[src/rtl/stage_mem_pkg.sv]
// Shared definitions for the memory-access pipeline stage: FSM encoding,
// load funct3 codes and bit positions inside the memory control word.
package stage_mem_pkg;

  typedef enum logic [2:0] {
    ST_IDLE = 3'd0,
    ST_WR   = 3'd1,
    ST_RD   = 3'd2,
    ST_RW   = 3'd3,
    ST_DONE = 3'd4
  } state_e;

  localparam logic [2:0] F3_LB  = 3'b000;
  localparam logic [2:0] F3_LH  = 3'b001;
  localparam logic [2:0] F3_LW  = 3'b010;
  localparam logic [2:0] F3_LBU = 3'b100;
  localparam logic [2:0] F3_LHU = 3'b101;

  localparam int MCR_MEMW = 5;
  localparam int MCR_MEMR = 4;

  // Memory is word addressed on the bus; lane selection uses the dropped bits.
  function automatic logic [31:0] word_align(input logic [31:0] addr);
    return {addr[31:2], 2'b00};
  endfunction

endpackage

[src/rtl/stage_mem_if.sv]
// Data-memory bus between the memory stage (master) and the memory (slave).
interface stage_mem_if;

  logic [31:0] Address;
  logic        MemWrite;
  logic [31:0] Write_data;
  logic [3:0]  Write_strb;
  logic        Write_ready;
  logic        MemRead;
  logic        Mem_Req_Ready;
  logic [31:0] Read_data;
  logic        Read_data_valid;
  logic        Read_data_ready;

  modport master (
    output Address, MemWrite, Write_data, Write_strb, MemRead, Read_data_ready,
    input  Write_ready, Mem_Req_Ready, Read_data, Read_data_valid
  );

  modport slave (
    input  Address, MemWrite, Write_data, Write_strb, MemRead, Read_data_ready,
    output Write_ready, Mem_Req_Ready, Read_data, Read_data_valid
  );

endinterface

[src/rtl/stage_mem_load_ext.sv]
// Load-data lane selection and sign/zero extension, purely combinational.
module load_ext
  import stage_mem_pkg::*;
(
  input  logic [31:0] i_data,
  input  logic [1:0]  i_lane,
  input  logic [2:0]  i_f3,
  output logic [31:0] o_data
);

  logic [7:0]  w_byte;
  logic [15:0] w_half;

  // Pick the addressed byte and halfword, then extend according to funct3.
  always_comb begin
    w_byte = 8'h00;
    w_half = 16'h0000;
    o_data = i_data;
    case (i_lane)
      2'd0:    w_byte = i_data[7:0];
      2'd1:    w_byte = i_data[15:8];
      2'd2:    w_byte = i_data[23:16];
      2'd3:    w_byte = i_data[31:24];
      default: w_byte = i_data[7:0];
    endcase
    w_half = i_lane[1] ? i_data[31:16] : i_data[15:0];
    case (i_f3)
      F3_LB:   o_data = {{24{w_byte[7]}}, w_byte};
      F3_LH:   o_data = {{16{w_half[15]}}, w_half};
      F3_LW:   o_data = i_data;
      F3_LBU:  o_data = {24'h000000, w_byte};
      F3_LHU:  o_data = {16'h0000, w_half};
      default: o_data = i_data;
    endcase
  end

endmodule

[src/rtl/stage_mem.sv]
// Memory-access pipeline stage: performs at most one load/store per instruction,
// stalls the execute stage while the bus is busy, and registers writeback results.
module stage_mem
  import stage_mem_pkg::*;
#(
  parameter int XLEN = 32
) (
  input  logic            clk_I,
  input  logic            rst,
  input  logic            Done_I,
  input  logic [XLEN-1:0] PC_I,
  input  logic [5:0]      MCR,
  input  logic [XLEN-1:0] WDR,
  input  logic [XLEN-1:0] ASR,
  input  logic [4:0]      RAR,
  input  logic [2:0]      F3R,
  output logic            Feedback_Mem_Acc,
  stage_mem_if.master     mem,
  output logic            Done_O,
  output logic [XLEN-1:0] PC_O,
  output logic            RF_wen,
  output logic [4:0]      RF_waddr,
  output logic [XLEN-1:0] RF_wdata
);

  state_e          r_state;
  state_e          w_next;
  logic [XLEN-1:0] r_rdata;
  logic [XLEN-1:0] w_ext;
  logic            w_mem_w;
  logic            w_mem_r;
  logic            w_mem_op;
  logic            w_mem_write;
  logic            w_mem_read;
  logic            w_rd_ready;
  logic            w_busy;
  logic            r_done;
  logic [XLEN-1:0] r_pc;
  logic            r_wen;
  logic [4:0]      r_waddr;
  logic [XLEN-1:0] r_wdata;

  assign w_mem_w  = MCR[MCR_MEMW];
  assign w_mem_r  = MCR[MCR_MEMR];
  assign w_mem_op = w_mem_w | w_mem_r;

  // State register.
  always_ff @(posedge clk_I or posedge rst) begin
    if (rst) begin
      r_state <= ST_IDLE;
    end else begin
      r_state <= w_next;
    end
  end

  // Next-state and bus strobes; each handshake input is only looked at in its own state.
  always_comb begin
    w_next      = r_state;
    w_mem_write = 1'b0;
    w_mem_read  = 1'b0;
    w_rd_ready  = 1'b0;
    w_busy      = 1'b0;
    case (r_state)
      ST_IDLE: begin
        w_busy = Done_I & w_mem_op;
        if (Done_I && w_mem_w) begin
          w_next = ST_WR;
        end else if (Done_I && w_mem_r) begin
          w_next = ST_RD;
        end else begin
          w_next = ST_IDLE;
        end
      end
      ST_WR: begin
        w_mem_write = 1'b1;
        w_busy      = 1'b1;
        w_next      = mem.Write_ready ? ST_DONE : ST_WR;
      end
      ST_RD: begin
        w_mem_read = 1'b1;
        w_busy     = 1'b1;
        w_next     = mem.Mem_Req_Ready ? ST_RW : ST_RD;
      end
      ST_RW: begin
        w_rd_ready = 1'b1;
        w_busy     = 1'b1;
        w_next     = mem.Read_data_valid ? ST_DONE : ST_RW;
      end
      ST_DONE: begin
        w_next = ST_IDLE;
      end
      default: begin
        w_next = ST_IDLE;
      end
    endcase
  end

  assign Feedback_Mem_Acc    = w_busy;
  assign mem.MemWrite        = w_mem_write;
  assign mem.MemRead         = w_mem_read;
  assign mem.Read_data_ready = w_rd_ready;
  // Execute-stage registers are frozen by the stall, so these stay stable per access.
  assign mem.Address         = word_align(ASR);
  assign mem.Write_data      = WDR;
  assign mem.Write_strb      = MCR[3:0];

  // Capture the returned word only when the read-data handshake completes.
  always_ff @(posedge clk_I or posedge rst) begin
    if (rst) begin
      r_rdata <= 32'h0000_0000;
    end else if (r_state == ST_RW && mem.Read_data_valid) begin
      r_rdata <= mem.Read_data;
    end else begin
      r_rdata <= r_rdata;
    end
  end

  load_ext u_load_ext (
    .i_data (r_rdata),
    .i_lane (ASR[1:0]),
    .i_f3   (F3R),
    .o_data (w_ext)
  );

  // Writeback register: pulses once per retired instruction, holds data otherwise.
  always_ff @(posedge clk_I or posedge rst) begin
    if (rst) begin
      r_done  <= 1'b0;
      r_pc    <= 32'h0000_0000;
      r_wen   <= 1'b0;
      r_waddr <= 5'd0;
      r_wdata <= 32'h0000_0000;
    end else if (r_state == ST_IDLE && Done_I && !w_mem_op) begin
      r_done  <= 1'b1;
      r_pc    <= PC_I;
      r_wen   <= (RAR != 5'd0);
      r_waddr <= RAR;
      r_wdata <= ASR;
    end else if (r_state == ST_DONE) begin
      // MemW wins when both request bits are set, so that case retires as a store.
      r_done  <= 1'b1;
      r_pc    <= PC_I;
      r_wen   <= !w_mem_w && (RAR != 5'd0);
      r_waddr <= RAR;
      r_wdata <= w_mem_w ? r_wdata : w_ext;
    end else begin
      r_done  <= 1'b0;
      r_wen   <= 1'b0;
    end
  end

  assign Done_O   = r_done;
  assign PC_O     = r_pc;
  assign RF_wen   = r_wen;
  assign RF_waddr = r_waddr;
  assign RF_wdata = r_wdata;

endmodule
[src/flat_wrapper.sv]
// flat-port wrapper written by rule: the top's interface ports become plain ports
module stage_mem_flat import stage_mem_pkg::*;
#(
  parameter int XLEN = 32
)
  (clk_I, rst, Done_I, PC_I, MCR, WDR, ASR, RAR, F3R, Feedback_Mem_Acc, Done_O, PC_O, RF_wen, RF_waddr, RF_wdata, mem_Address, mem_MemWrite, mem_Write_data, mem_Write_strb, mem_MemRead, mem_Read_data_ready, mem_Write_ready, mem_Mem_Req_Ready, mem_Read_data, mem_Read_data_valid);
  stage_mem_if mem_i ();
  input  logic clk_I;
  input  logic rst;
  input  logic Done_I;
  input  logic [XLEN-1:0] PC_I;
  input  logic [5:0] MCR;
  input  logic [XLEN-1:0] WDR;
  input  logic [XLEN-1:0] ASR;
  input  logic [4:0] RAR;
  input  logic [2:0] F3R;
  output logic Feedback_Mem_Acc;
  output logic Done_O;
  output logic [XLEN-1:0] PC_O;
  output logic RF_wen;
  output logic [4:0] RF_waddr;
  output logic [XLEN-1:0] RF_wdata;
  output wire logic [$bits(mem_i.Address)-1:0] mem_Address;
  output wire logic [$bits(mem_i.MemWrite)-1:0] mem_MemWrite;
  output wire logic [$bits(mem_i.Write_data)-1:0] mem_Write_data;
  output wire logic [$bits(mem_i.Write_strb)-1:0] mem_Write_strb;
  output wire logic [$bits(mem_i.MemRead)-1:0] mem_MemRead;
  output wire logic [$bits(mem_i.Read_data_ready)-1:0] mem_Read_data_ready;
  input wire logic [$bits(mem_i.Write_ready)-1:0] mem_Write_ready;
  input wire logic [$bits(mem_i.Mem_Req_Ready)-1:0] mem_Mem_Req_Ready;
  input wire logic [$bits(mem_i.Read_data)-1:0] mem_Read_data;
  input wire logic [$bits(mem_i.Read_data_valid)-1:0] mem_Read_data_valid;
  assign mem_Address = mem_i.Address;
  assign mem_MemWrite = mem_i.MemWrite;
  assign mem_Write_data = mem_i.Write_data;
  assign mem_Write_strb = mem_i.Write_strb;
  assign mem_MemRead = mem_i.MemRead;
  assign mem_Read_data_ready = mem_i.Read_data_ready;
  assign mem_i.Write_ready = mem_Write_ready;
  assign mem_i.Mem_Req_Ready = mem_Mem_Req_Ready;
  assign mem_i.Read_data = mem_Read_data;
  assign mem_i.Read_data_valid = mem_Read_data_valid;
  stage_mem #(.XLEN(XLEN)) u_core (.clk_I(clk_I), .rst(rst), .Done_I(Done_I), .PC_I(PC_I), .MCR(MCR), .WDR(WDR), .ASR(ASR), .RAR(RAR), .F3R(F3R), .Feedback_Mem_Acc(Feedback_Mem_Acc), .mem(mem_i), .Done_O(Done_O), .PC_O(PC_O), .RF_wen(RF_wen), .RF_waddr(RF_waddr), .RF_wdata(RF_wdata));
endmodule
[config.mk]
export PLATFORM = sky130hd
export DESIGN_NAME = stage_mem_flat
export DESIGN_NICKNAME = d
export VERILOG_FILES = /design/src/rtl/stage_mem_pkg.sv /design/src/rtl/stage_mem_if.sv /design/src/rtl/stage_mem_load_ext.sv /design/src/rtl/stage_mem.sv /design/src/flat_wrapper.sv
export SDC_FILE = /design/constraint.sdc
export NUM_CORES = 1
export LEC_CHECK = 0
export BUFFER_PORTS_ARGS = -buffer_cell sky130_fd_sc_hd__buf_2
export CORE_MARGIN = 2
export CORE_UTILIZATION = 36
export DETAILED_ROUTE_END_ITERATION = 7
export PLACE_DENSITY = 0.73
export SYNTH_ARGS = -nofsm -noshare
export SYNTH_HDL_FRONTEND = slang
export SYNTH_SLANG_ARGS = --single-unit
[constraint.sdc]
create_clock -name clk_I -period 3.15 [get_ports clk_I]
set_input_delay 0.315 -clock clk_I [delete_from_list [all_inputs] [get_ports clk_I]]
set_output_delay 0.315 -clock clk_I [all_outputs]
set_load 0.005 [all_outputs]
# After elaboration in Yosys (flattened, before gate mapping)
# Cells that the tools add are included.
dict set report word_totals {
  ff_bits 106
  latch_bits 0
  ramBits 0
  mem_bits_ro 0
  input_bits 148
  memories 0
}
dict set report op_classes {
  n_addsub 0
  n_mul 0
  div 0
  order_cmp 0
  eq_ne 11
  shift 0
  muxes 24
  n_bitwise 2
  reduce_logical 15
}
# cell count
set ops {}
lappend ops {{32-bit two-way mux} 5}
lappend ops {{32-bit one-hot mux with 4 select lines} 1}
lappend ops {{8-bit one-hot mux with 4 select lines} 1}
lappend ops {{16-bit two-way mux} 1}
lappend ops {{3-bit one-hot mux with 4 select lines} 1}
lappend ops {{5-bit two-way mux} 2}
lappend ops {{3-bit equality test (second input constant)} 3}
lappend ops {{3-bit two-way mux} 3}
lappend ops {{1-bit two-way mux} 8}
lappend ops {{3-bit by 1-bit equality test with 1-bit output (second input constant)} 2}
lappend ops {{3-bit by 2-bit equality test with 1-bit output (second input constant)} 2}
lappend ops {{1-bit logical AND} 6}
lappend ops {{3-bit zero test} 2}
lappend ops {{5-bit nonzero test} 1}
lappend ops {{2-bit equality test (second input constant)} 2}
lappend ops {{3-bit OR reduction} 1}
lappend ops {{2-bit by 1-bit equality test with 1-bit output (second input constant)} 1}
lappend ops {{1-bit zero test} 2}
lappend ops {{2-bit zero test} 1}
lappend ops {{2-bit two-way mux} 1}
lappend ops {{2-bit by 1-bit != test with 1-bit output (second input constant)} 1}
lappend ops {{1-bit one-hot mux with 2 select lines} 1}
lappend ops {{2-bit AND reduction} 1}
lappend ops {{2-bit nonzero test} 1}
lappend ops {{2 further kinds} 2}

# Logic depth before layout (Yosys ltp)
dict set report logic_depth {
  depth_word 6
  ltp_mapped 6
  mapped_depth_nobuf 4
}

# By module
# Synthesis repeated with hierarchy kept, for this count alone.
dict set report hier_totals {
  hier_cells 527
  hier_area_um2 5779.3
}
# mod instances cells_per_inst area_each_um2
set modules_own_cells {}
lappend modules_own_cells {stage_mem 1 417 5129.9}
lappend modules_own_cells {load_ext 1 110 649.4}

# Worst setup path before layout
# No wires, ideal clock.
dict set report synth_timing {
  path_kind {register -> register}
  startpoint {reg u_core.r_rdata[31]}
  endpoint {reg u_core.r_wdata[17] (netlist: u_core.RF_wdata[17])}
  setup_time_ns 0.124
  arrival_ns 1.486
  slack_ns 1.540
  stages_incl_launch_ff 6
  path_buffers 1
  synth_period_minus_slack_ns 1.610
  path_cell_list {dfrtp_1 -> mux4_2 -> o221a_4 -> nor2_8 -> buf_12 -> a21oi_2}
}
dict set report synth_via {
  elab_chain_len 5
  elab_cells_between_ends 6
}
# element line
set synth_lines {}
lappend synth_lines {{start, declared} stage_mem.sv:28} ;# logic [XLEN-1:0] r_rdata;
lappend synth_lines {{start signal, assigned} stage_mem.sv:112} ;# r_rdata <= mem.Read_data;
lappend synth_lines {{start signal, assigned} stage_mem.sv:114} ;# r_rdata <= r_rdata;
lappend synth_lines {{8-bit one-hot mux with 4 select lines or 16-bit two-way mux (tied branches)} {stage_mem_load_ext.sv:19, stage_mem_load_ext.sv:26}}
lappend synth_lines {{32-bit one-hot mux with 4 select lines (*)} stage_mem_load_ext.sv:27} ;# case (i_f3)
lappend synth_lines {{32-bit two-way mux (*)} stage_mem.sv:145} ;# r_wdata <= w_mem_w ? r_wdata : w_ext;
lappend synth_lines {{32-bit two-way mux (*)} stage_mem.sv:139} ;# end else if (r_state == ST_DONE) begin
lappend synth_lines {{32-bit two-way mux (*)} stage_mem.sv:133} ;# end else if (r_state == ST_IDLE && Done_I && !w_mem_op) begin
lappend synth_lines {{end signal, assigned} stage_mem.sv:145}
lappend synth_lines {{end, declared} stage_mem.sv:41} ;# logic [XLEN-1:0] r_wdata;
# Every way passes the cells marked *; elsewhere a longest branch is shown, timed or not. The select of a mux whose other input is x is not followed.
# A chain may end at the register's enable or synchronous reset.

# Final worst setup path
dict set report layout_timing {
  startpoint {reg u_core.r_state[0]}
  endpoint {reg u_core.r_wdata[10] (netlist: u_core.RF_wdata[10])}
}
dict set report layout_via {
  elab_chain_len 5
  elab_cells_between_ends 8
}
# element line
set layout_lines {}
lappend layout_lines {{start, declared} stage_mem.sv:26} ;# state_e r_state;
lappend layout_lines {{start signal, assigned} stage_mem.sv:52} ;# r_state <= w_next;
lappend layout_lines {{3-bit zero test} stage_mem.sv:133}
lappend layout_lines {{1-bit logical AND (2 in series)} stage_mem.sv:133}
lappend layout_lines {{2-bit by 1-bit != test with 1-bit output (no line) or 2-bit nonzero test (tied branches)} -}
lappend layout_lines {{2-bit AND reduction (no line)} -}
# Several ways; a longest one is shown, not always the timed one.

==> impl_metrics.json <==
{
  "worstHoldPathType": "in -> async",
  "p_sw_mw": 1.87,
  "p_per_area_mw_per_mm2": 890,
  "finalHoldViolations": 0,
  "via_per_inst": 5.07,
  "fin_crit_ns": 1.90,
  "dieArea_mm2": 0.0156,
  "timing.final.crit_share_pct": 60.4,
  "fmax_mhz": 526,
  "final_common_cell": "buf_2",
  "num_io_pins": 291,
  "worstPathArrival_ns": 2.10,
  "dp_hpwl_um": 11100,
  "synth.distinct_cells": 40,
  "async_reset_ff_share_pct": 100,
  "clkPwrFrac_pct": 19.7,
  "syn-instance-count": 469,
  "ys_seq_elements": 106,
  "numCtsBuffers": 9,
  "grt_usage_pct": 18.1,
  "crit_slowest_cell": "a21oi_1",
  "total_power_mw": 5.61,
  "cts_root_buf": "clkbuf_16",
  "ff2ff_setup_slack_ns": 1.25,
  "holdBufCountCts": 0,
  "worst_slack_ns": 1.25,
  "cts_sinks": 106,
  "finalNetCount": 755,
  "crit_path_cell_trace": "nor2_1 -> nand3b_1 -> a21oi_1 -> a21oi_1",
  "synth_warnings": 0,
  "postRouteAntennaNets": 0,
  "maxSlewViolCount": 0,
  "overflow": 0,
  "setup_tns_ns": 0,
  "cts_buffer_depth": 2,
  "num_rows": 44,
  "switching_share_pct": 33.3,
  "dp_slack_ns": 0.904,
  "ys_seq_area_share_pct": 50.2,
  "drt-initial-drc-count": 157,
  "grt_max_degree": 46,
  "fin_skew_ns": 0.00886,
  "crit_path_end_kind": "register",
  "io_buffers": 216,
  "gp_congestion": 0.852,
  "crit_type": "reg -> reg",
  "worst-path-max-fanout": 8,
  "synth_flop_cell": "dfrtp_1",
  "p_comb_share_pct": 35.5,
  "slew_headroom_pct": 54.1,
  "internal_power_mw": 3.74,
  "mostFrequentLayoutCells": "216 x buf_2, 106 x dfrtp_1, 69 x mux2_2",
  "cap_viol_max_count": 0,
  "leakagePower_nw": 2.99,
  "rsz0062_at_grt": "false",
  "post_cts_buffers": 0,
  "fin_area_mm2": 0.00630,
  "setup_violations": 0,
  "die_y_um": 125,
  "required_ns": 3.35,
  "syn_area_mm2": 0.00528,
  "drc": 0,
  "max_stage_delay_ns": 0.52,
  "grt_pass1_vias": 4054,
  "num_vias": 4053,
  "wire_per_inst_um": 17.8,
  "path_common_cell": "a21oi_1",
  "ir_worst_vdd_mv": 0.350,
  "startpoint_type": "register",
  "status": "finished, final reports clean",
  "insertion_delay_ns": 0.35,
  "first_pass_iters": 4,
  "cts_tree": "done",
  "worstMarginPinSlew_ns": 0.688,
  "area_growth_pct": 19.3,
  "initial_utilization_pct": 36.6,
  "dieWidth_um": 125,
  "core-area_mm2": 0.0144,
  "drive_above_1_share_pct": 53.0,
  "avgSynthCellArea_um2": 11.3,
  "grt_antenna_before_repair": 10,
  "grt_pass1_wl_um": 22000,
  "synth_edf_count": 0,
  "p_seq_share_pct": 44.8,
  "htreeDepth": 3,
  "cts_resized": 0,
  "cts.clk_slew.worst_paths_ns": 0.07,
  "drt-total-wl_um": 14200,
  "post_dp_cell_area_mm2": 0.00600
}
[cell type report]
type                            count  area [um^2]
Antenna cell                        6         15.0
Clock buffer                        9          225
Clock inverter                      5         56.3
Fill cell                        1412         8120
Inverter                           17         66.3
Multi-Input combinational cell    251         1930
Sequential cell                   106         2650
Tap cell                          184          230
Timing Repair Buffer              222         1130
[Yosys cell counts (2+ instances only)]
library cell,instances,area (um^2)
o21ai_0,14,70.1
o21ai_1,2,10.0
nand2b_1,2,12.5
dfrtp_1,106,2650
a31oi_1,5,31.3
a221oi_1,6,52.6
a21oi_2,10,87.6
nor3_1,2,10.0
nor3b_1,4,30.0
mux4_2,2,45.0
nor2b_1,4,25.0
o211ai_1,6,45.0
buf_4,68,510
mux2_2,69,777
clkbuf_1,10,37.5
buf_2,13,65.1
nor2_1,7,26.3
o21a_1,2,15.0
nand2_1,35,131
o22ai_1,30,188
inv_1,17,63.8
and3b_1,2,17.5
a22oi_1,7,52.6
nand3b_1,8,60.1
buf_1,3,11.3
a21oi_1,21,105
[state kept, by name, indices dropped and copies added, names as in the netlist]
name / flops
u_core.Done_O: 1
u_core.PC_O: 32
u_core.RF_waddr: 5
u_core.RF_wdata: 32
u_core.RF_wen: 1
u_core.r_rdata: 32
u_core.r_state: 3
[logic make-up after synthesis]
group | share of synthesized area, %
flip-flops | 50.2
buffers and inverters | 13.5
AND/OR/NAND/NOR | 6.73
multiplexers | 15.6
AO/OA/AOI/OAI | 13.9
other | 0.0710
[final timing paths]
path                                     start             endpoint  cells after the start
setup / recovery             u_core.r_state[0]  u_core.RF_wdata[10]                      4
hold / removal                             rst      u_core.PC_O[27]                      2
setup reg to reg             u_core.r_state[0]  u_core.RF_wdata[10]                      4
hold reg to reg                u_core.PC_O[27]      u_core.PC_O[27]                      1
max in group asynchronous                  rst   u_core.r_rdata[17]                      3
min in group clk_I         mem_Read_data_valid    u_core.r_state[1]                      2
[power by group through the flow]
stage	Clock [mW]	Sequential, mW	Combinational (mW)
2_1_floorplan	0	2.42	1.26
4_1_cts	1.14	2.51	2.02
5_1_grt	1.20	2.61	2.21
3_3_place_gp	0	2.51	1.96
6_report	1.10	2.51	1.99
3_5_place_dp	0	2.53	2.00
[stage by stage]
step	hold slack, ns	util, %	std cells
floorplan	0.411	-	470
global placement	0.413	41.6	780
detailed placement	0.414	41.6	780
CTS	0.0339	43.6	794
global route	0.0538	43.6	795
finish	0.0197	43.7	800
[layer usage]
| layer | global-route usage (%) | vias to the layer above | part of all wire (%) |
|---|---|---|---|
| met5 | 0 | - | 0.43 |
| met4 | 6.47 | 8 | 2.5 |
| met3 | 7.32 | 33 | 10 |
| met2 | 30.9 | 206 | 49 |
| met1 | 20.5 | 1930 | 38 |
| li1 | - | 1876 | - |
[critical path, delay by kind of cell, from the launching register on]
kind,cells,cell delay (ns)
DFF,1,0.46
AOI/OAI and AO/OA,2,0.66
and+or+nand+nor,2,0.64
Power figures use the tool's default switching activity.
